`config.mk`:
```
export PLATFORM = sky130hd
export DESIGN_NAME = div_unit
export DESIGN_NICKNAME = d
export VERILOG_FILES = /design/src/rtl/div_unit.sv
export SDC_FILE = /design/constraint.sdc
export NUM_CORES = 1
export LEC_CHECK = 0
export ABC_AREA = 1
export ABC_CLOCK_PERIOD_IN_PS = 8100
export BUFFER_PORTS_ARGS = -buffer_cell sky130_fd_sc_hd__buf_4
export CAP_MARGIN = 0
export CORE_ASPECT_RATIO = 1.1
export CORE_MARGIN = 8
export CORE_UTILIZATION = 51
export CTS_CLUSTER_DIAMETER = 80
export DETAILED_ROUTE_END_ITERATION = 8
export PLACE_DENSITY_LB_ADDON = 0.25
export SYNTH_ARGS = -nofsm -noshare
export SYNTH_HDL_FRONTEND = slang
export SYNTH_SLANG_ARGS = --single-unit
```
`constraint.sdc`:
```
create_clock -name clk -period 8.1 [get_ports clk]
set_input_delay 0.405 -clock clk [delete_from_list [all_inputs] [get_ports clk]]
set_output_delay 0.405 -clock clk [all_outputs]
set_load 0.02 [all_outputs]
```
`src/rtl/div_unit.sv`:
```
// Iterative radix-2 restoring divider for DIV/DIVU. It produces one quotient bit per cycle
// and holds the pipeline through stall_req while a divide is in flight.
module div_unit #(
   parameter int WIDTH = 32
) (
   input  logic             clk,
   input  logic             resetn,
   input  logic             start,
   input  logic             is_signed,
   input  logic [WIDTH-1:0] dividend,
   input  logic [WIDTH-1:0] divisor,
   input  logic             cancel,
   output logic             busy,
   output logic             stall_req,
   output logic             done,
   output logic [WIDTH-1:0] quotient,
   output logic [WIDTH-1:0] remainder
);

   localparam int CW = $clog2(WIDTH) + 1;
   localparam logic [CW-1:0] LAST_CNT = CW'(WIDTH - 1);
   localparam logic [CW-1:0] CNT_ONE  = CW'(1);

   typedef enum logic [1:0] {
      IDLE = 2'd0,
      CALC = 2'd1,
      DONE = 2'd2
   } state_t;

   state_t           state_r;
   state_t           state_nxt_s;
   logic [CW-1:0]    cnt_r;
   logic [WIDTH:0]   rem_r;
   logic [WIDTH-1:0] dvd_r;
   logic [WIDTH-1:0] dvs_r;
   logic             q_neg_r;
   logic             r_neg_r;
   logic             div0_r;

   logic             accept_s;
   logic             last_s;
   logic             a_neg_s;
   logic             b_neg_s;
   logic [WIDTH:0]   a_abs_s;
   logic [WIDTH:0]   b_abs_s;
   logic [WIDTH:0]   trial_s;
   logic [WIDTH:0]   rem_nxt_s;
   logic [WIDTH-1:0] dvd_nxt_s;
   logic [WIDTH-1:0] q_fix_s;
   logic [WIDTH-1:0] r_fix_s;

   // Magnitudes are formed one bit wider so the most negative operand needs no special case.
   function automatic logic [WIDTH:0] neg_if(input logic neg, input logic [WIDTH:0] val);
      if (neg) begin
         return -val;
      end else begin
         return val;
      end
   endfunction

   // Handshake decode: accept, final iteration, and the pipeline-facing status flags.
   always_comb begin
      accept_s  = (state_r == IDLE) && start && !cancel;
      last_s    = (state_r == CALC) && (cnt_r == LAST_CNT) && !cancel;
      stall_req = accept_s || (state_r == CALC);
      busy      = (state_r == CALC) || (state_r == DONE);
      done      = (state_r == DONE) && !cancel;
   end

   // Next-state logic; cancel always returns to IDLE.
   always_comb begin
      state_nxt_s = state_r;
      case (state_r)
         IDLE: begin
            if (start && !cancel) begin
               state_nxt_s = CALC;
            end else begin
               state_nxt_s = IDLE;
            end
         end
         CALC: begin
            if (cancel) begin
               state_nxt_s = IDLE;
            end else if (cnt_r == LAST_CNT) begin
               state_nxt_s = DONE;
            end else begin
               state_nxt_s = CALC;
            end
         end
         DONE:    state_nxt_s = IDLE;
         default: state_nxt_s = IDLE;
      endcase
   end

   // Operand conditioning, one restoring step, and final sign fix-up.
   always_comb begin
      a_neg_s = is_signed && dividend[WIDTH-1];
      b_neg_s = is_signed && divisor[WIDTH-1];
      a_abs_s = neg_if(a_neg_s, {a_neg_s, dividend});
      b_abs_s = neg_if(b_neg_s, {b_neg_s, divisor});
      trial_s = {rem_r[WIDTH-1:0], dvd_r[WIDTH-1]};
      if (trial_s >= {1'b0, dvs_r}) begin
         rem_nxt_s = trial_s - {1'b0, dvs_r};
         dvd_nxt_s = {dvd_r[WIDTH-2:0], 1'b1};
      end else begin
         rem_nxt_s = trial_s;
         dvd_nxt_s = {dvd_r[WIDTH-2:0], 1'b0};
      end
      // Divide by zero leaves Q all ones and R = |dividend|; negating R restores the raw dividend.
      if (div0_r) begin
         q_fix_s = dvd_nxt_s;
      end else begin
         q_fix_s = q_neg_r ? -dvd_nxt_s : dvd_nxt_s;
      end
      r_fix_s = r_neg_r ? -rem_nxt_s[WIDTH-1:0] : rem_nxt_s[WIDTH-1:0];
   end

   // State register.
   always_ff @(posedge clk or negedge resetn) begin
      if (!resetn) begin
         state_r <= IDLE;
      end else begin
         state_r <= state_nxt_s;
      end
   end

   // Operand capture on accept, then one shift/subtract per CALC cycle.
   always_ff @(posedge clk or negedge resetn) begin
      if (!resetn) begin
         cnt_r   <= {CW{1'b0}};
         rem_r   <= {(WIDTH + 1){1'b0}};
         dvd_r   <= {WIDTH{1'b0}};
         dvs_r   <= {WIDTH{1'b0}};
         q_neg_r <= 1'b0;
         r_neg_r <= 1'b0;
         div0_r  <= 1'b0;
      end else if (accept_s) begin
         cnt_r   <= {CW{1'b0}};
         rem_r   <= {(WIDTH + 1){1'b0}};
         dvd_r   <= a_abs_s[WIDTH-1:0];
         dvs_r   <= b_abs_s[WIDTH-1:0];
         q_neg_r <= a_neg_s ^ b_neg_s;
         r_neg_r <= a_neg_s;
         div0_r  <= (divisor == {WIDTH{1'b0}});
      end else if (state_r == CALC) begin
         cnt_r <= cnt_r + CNT_ONE;
         rem_r <= rem_nxt_s;
         dvd_r <= dvd_nxt_s;
      end else begin
         cnt_r <= cnt_r;
      end
   end

   // Result registers load on the final iteration and hold until the next completion.
   always_ff @(posedge clk or negedge resetn) begin
      if (!resetn) begin
         quotient  <= {WIDTH{1'b0}};
         remainder <= {WIDTH{1'b0}};
      end else if (last_s) begin
         quotient  <= q_fix_s;
         remainder <= r_fix_s;
      end else begin
         quotient  <= quotient;
         remainder <= remainder;
      end
   end

endmodule
```
### Yosys cells after proc, flatten, opt, wreduce, memory -nomap -nowiden

Index checks and enable logic that the tools add are counted.

| storage, ports and cells | value |
|---|---|
| word-level logic and storage cells | 52 |
| input port bits | 69 |
| register bits | 171 |

| operators by class | value |
|---|---|
| order comparisons | 1 |
| mux-type cells | 17 |
| reductions and logical operators | 14 |
| bitwise gates (word level) | 1 |
| add/subtract/negate cells | 6 |
| equality and inequality tests | 3 |

Operators by type and width:

| kind | count |
|---|---|
| two-way mux 32 bit | 10 |
| negation 32 bit | 4 |
| >= comparator 33 x 32 -> 1 bit | 1 |
| zero test 32 bit | 1 |
| subtractor 32 bit | 1 |
| two-way mux 6 bit | 2 |
| logical AND 1 bit | 8 |
| adder 6 x 1 -> 6 bit (second input constant) | 1 |
| equality test 6 x 5 -> 1 bit (second input constant) | 1 |
| two-way mux 2 bit | 2 |
| case mux 2 bit (2 select lines) | 1 |
| equality test 2 x 1 -> 1 bit (second input constant) | 1 |
| equality test 2 bit (second input constant) | 1 |
| zero test 2 bit | 1 |
| logical OR 1 bit | 2 |
| two-way mux 1 bit | 2 |
| nonzero test 2 bit | 1 |
| zero test 1 bit | 1 |
| XOR 1 bit | 1 |

### Logic depth before layout (Yosys ltp)

| logic depth | value |
|---|---|
| depth in word-level cells | 5 |
| mapped depth | 26 |

### Worst setup path after synthesis

Ideal clock, no wire load.

| path | value |
|---|---|
| path type | register -> register |
| from | register rem_r[27] |
| to | register quotient[26] |
| path buffers | 0 |
| period minus slack after synthesis | 3314 ps |
| data arrival time | 3231 ps |
| slack | 4786 ps |
| stages on the path, launching flop included | 23 |
| required time | 8017 ps |
| cell sequence | dfrtp_1 -> ha_1 -> nand2_1 -> inv_2 -> nand2_2 -> inv_2 -> nand2_1 -> inv_1 -> nand2_1 -> nand2_1 -> nor2_4 -> nand2_4 -> inv_2 -> ha_1 -> nand2_1 -> nor3_1 -> nand3_1 -> nor4_1 -> nand4_1 -> o21ai_0 -> o21ai_0 -> xor2_1 -> o21ai_0 |

| between the ends | value |
|---|---|
| longest elaborated chain between the ends | 5 |

RTL lines:

| element | RTL line | RTL |
|---|---|---|
| start: declaration | 33 | `logic [WIDTH:0] rem_r;` |
| start signal: assignment | 131 | `rem_r <= {(WIDTH + 1){1'b0}};` |
| start signal: assignment | 139 | `rem_r <= {(WIDTH + 1){1'b0}};` |
| start signal: assignment | 147 | `rem_r <= rem_nxt_s;` |
| >= comparator 33 x 32 -> 1 bit | 102 | `if (trial_s >= {1'b0, dvs_r}) begin` |
| two-way mux 1 bit | 102 |  |
| negation 32 bit | 113 | `q_fix_s = q_neg_r ? -dvd_nxt_s : dvd_nxt_s;` |
| two-way mux 32 bit | 113 |  |
| two-way mux 32 bit | 110 | `if (div0_r) begin` |
| end signal: assignment | 157 | `quotient <= {WIDTH{1'b0}};` |
| end signal: assignment | 160 | `quotient <= q_fix_s;` |
| end signal: assignment | 163 | `quotient <= quotient;` |
| end: declaration | 16 | `output logic [WIDTH-1:0] quotient,` |

Every way passes these cells.
A chain may end at the register's enable or synchronous reset.

### Final worst setup path

| path | value |
|---|---|
| from | register rem_r[19] |
| to | register quotient[26] |

Same word-level chain as after synthesis.

==> metrics.txt <==
crit path max fanout 40; library cells used by synthesis 48; CTS Sinks 171; Net Count, Synth 2002; Starting Density 51.4%; RSZ-0062 raised after global routing no; clk_skew 0.0115 ns; post-detail-place hpwl 34.3 mm; Worst setup EP type flip-flop; Max Clk Rate 203 MHz; Via Count 12.8k; IO Pins 136; RePlAce Congestion 0.946; Avg WL per Cell 18.8 um; Post-DP Area 0.0140 mm^2; Final ANT Viol Nets 0; largest net degree at the start of global routing 110; multi-input combinational cell area 0.00728 mm^2; die height 182 um; H-tree levels 4; slew of the pin with the lowest slew margin 1.20 ns; # Post-CTS Setup Buffers 0; hold-fix buffers at CTS 0; Mapped Area 0.0128 mm^2; post-DR vias/cell 5.51; Pins Over Slew Limit 0; vias in the first global route 12.6k; total CTS buffers 17; all-layer global routing usage 28.6%; Synth Area in Compound Gates 11.6%; Clock Tree Buf Depth 2; mux cell area share after synthesis 0%; Max VDD drop 0.000196 V; initial DRC count 905; most common cell after layout, fill and taps aside nand2_1; top_reg_cell synth dfrtp_1; XOR/XNOR share of the synthesized area 6.36%; first-pass GRT wire length 68.2 mm; CP Launch Type flip-flop; Synth area leader dfrtp_1; Worst Setup SP rem_r[19]; site row count 61; Worst EP arrival 5.28 ns; drc violations 0; setup_tns 0 ns; Adder-Cell Fraction of Synth Area 4.06%; reg2reg start rem_r[19]; synth top area cells dfrtp_1, nand2_1, inv_1; Worst-path clk slew 0.07 ns; Synth Area in Simple Gates 34.6%; grt ovf 0; CTS Root Cell clkbuf_16; worst min path class input port to asynchronous set/reset pin; Rel. slew slack 19.9%; Seq cells post-synth 171; Leakage 7.60 nW; # fillers 2449; CORE AREA 0.0250 mm^2; Die Width 167 um; area grow syn2layout 13.7%; CTS tree built; async set or reset register ratio after synthesis 100%; worst-skew pair later-pin latency 0.44 ns; Mapped Cells 1892; final count of hold timing violations 1; # setup viols final 0; Hold WS -0.0104 ns; FF/Latch Area 0.00428 mm^2; Worst EP required 8.46 ns; main combinational cell family by area after synthesis simple AND/OR/NAND/NOR gates; DRT Pass-1 Iters 7; CP Class flip-flop to flip-flop; Max-Cap Viols 0; area share of the largest cell type after synthesis 33.4%; share of cells above drive strength 1 13.7%; die area 0.0305 mm^2; PD cells 348 mW/mm^2; post-cts gate resize count 0; Final Cell Area 0.0146 mm^2; initial antenna violation count 1; syn avg cell area 6.77 um^2; nets 2104; sequential area share after synthesis 33.4%; minimum clock period 4.92 ns; YS warnings 0; failing checks hold timing; final worst-path cycle share 60.7%; status complete, but fails checks; port bufs 135; Post-synth EDFFs 0; Post-Route WL 43.7 mm; most frequent cells in the layout nand2_1, inv_1, dfrtp_1
-- metrics by stage --
stage | cells | utilization [%] | setup slack [ns] | hold WS [ns] | power [mW]
detailed placement | 2290 | 56.1 | 3.35 | 0.468 | 4.24
global placement | 2290 | 56.1 | 3.40 | 0.469 | 4.23
floorplan | 1892 | - | 4.79 | 0.109 | 3.36
global route | 2322 | 58.4 | 2.69 | 0.102 | 5.42
CTS | 2322 | 58.4 | 3.28 | 0.0914 | 5.04
finish | 2323 | 58.4 | 3.18 | -0.0104 | 5.07
-- cells by family (layout without fill, tap and decap cells) --
group           after synthesis  after routing
buf+inv                     322            437
flops                       171            171
xor+xnor                     93             93
other cells                   0              1
simple gates               1006           1006
compound gates              259            259
fa+ha+maj                    41             41
-- cell usage after synthesis (31+ instances only) --
cell	number
clkbuf_1	42
a21oi_1	47
nor3_1	31
xor2_1	78
inv_1	250
ha_1	40
nand2_2	33
nand2_1	580
o21ai_0	136
dfrtp_1	171
nand3_1	141
nor2_1	136
-- registers in the layout, indices dropped and copies added (netlist names) --
| name | count |
|---|---|
| dvd_r | 32 |
| r_neg_r | 1 |
| cnt_r | 6 |
| q_neg_r | 1 |
| div0_r | 1 |
| quotient | 32 |
| rem_r | 32 |
| state_r | 2 |
| dvs_r | 32 |
| remainder | 32 |
-- power breakdown --
group	switching (mW)	internal, mW	leakage (nW)
Combinational	2.23	0.905	5.07
Clock	0.378	0.422	0.277
Sequential	0.140	0.998	2.26
-- routing by layer --
layer | vias to the layer above | track usage (%) | part of all wire (%)
met5 | - | 0 | 0
met4 | 0 | 13.2 | 4.5
met3 | 99 | 4.67 | 5.1
met2 | 406 | 51.5 | 50
met1 | 6029 | 32.9 | 40
li1 | 6256 | - | -
-- critical path, stage by stage (launching register included) --
cell and delay [ns]:
dfrtp_1 0.40, ha_1 0.39, nand2_1 0.10, nand2_1 0.05, inv_1 0.07, nand2_1 0.09
nand2_1 0.07, nand2_1 0.06, nand2_1 0.06, nand2_1 0.08, nor2_4 0.56, nand2_4 0.49
inv_2 0.35, ha_1 0.23, nand2_1 0.12, nor3_1 0.24, nand3_1 0.17, nor4_1 0.21
nand4_1 0.20, o21ai_0 0.38, o21ai_0 0.19, xor2_1 0.17, o21ai_0 0.14
-- final timing paths --
path / to / slack (ns) / cells past startpoint
setup / recovery: quotient[26] / 3.18 / 22
hold / removal: dvs_r[22] / -0.01 / 1
setup reg to reg: quotient[26] / 3.18 / 22
hold reg to reg: remainder[25] / 0.48 / 2
max in group asynchronous: dvd_r[12] / 6.37 / 2
min in group clk: state_r[0] / 0.18 / 2
-- cell type report --
class | instances | share of cell area [%]
antenna | 1 | 0.0172
clock buffer | 21 | 3.23
clock inverter | 11 | 0.584
inverter | 263 | 6.78
multi-input combinational | 1399 | 50.0
sequential | 171 | 29.4
tap | 315 | 2.71
timing repair buffer | 142 | 7.34
Note: power is estimated with default switching activity, not from simulation.
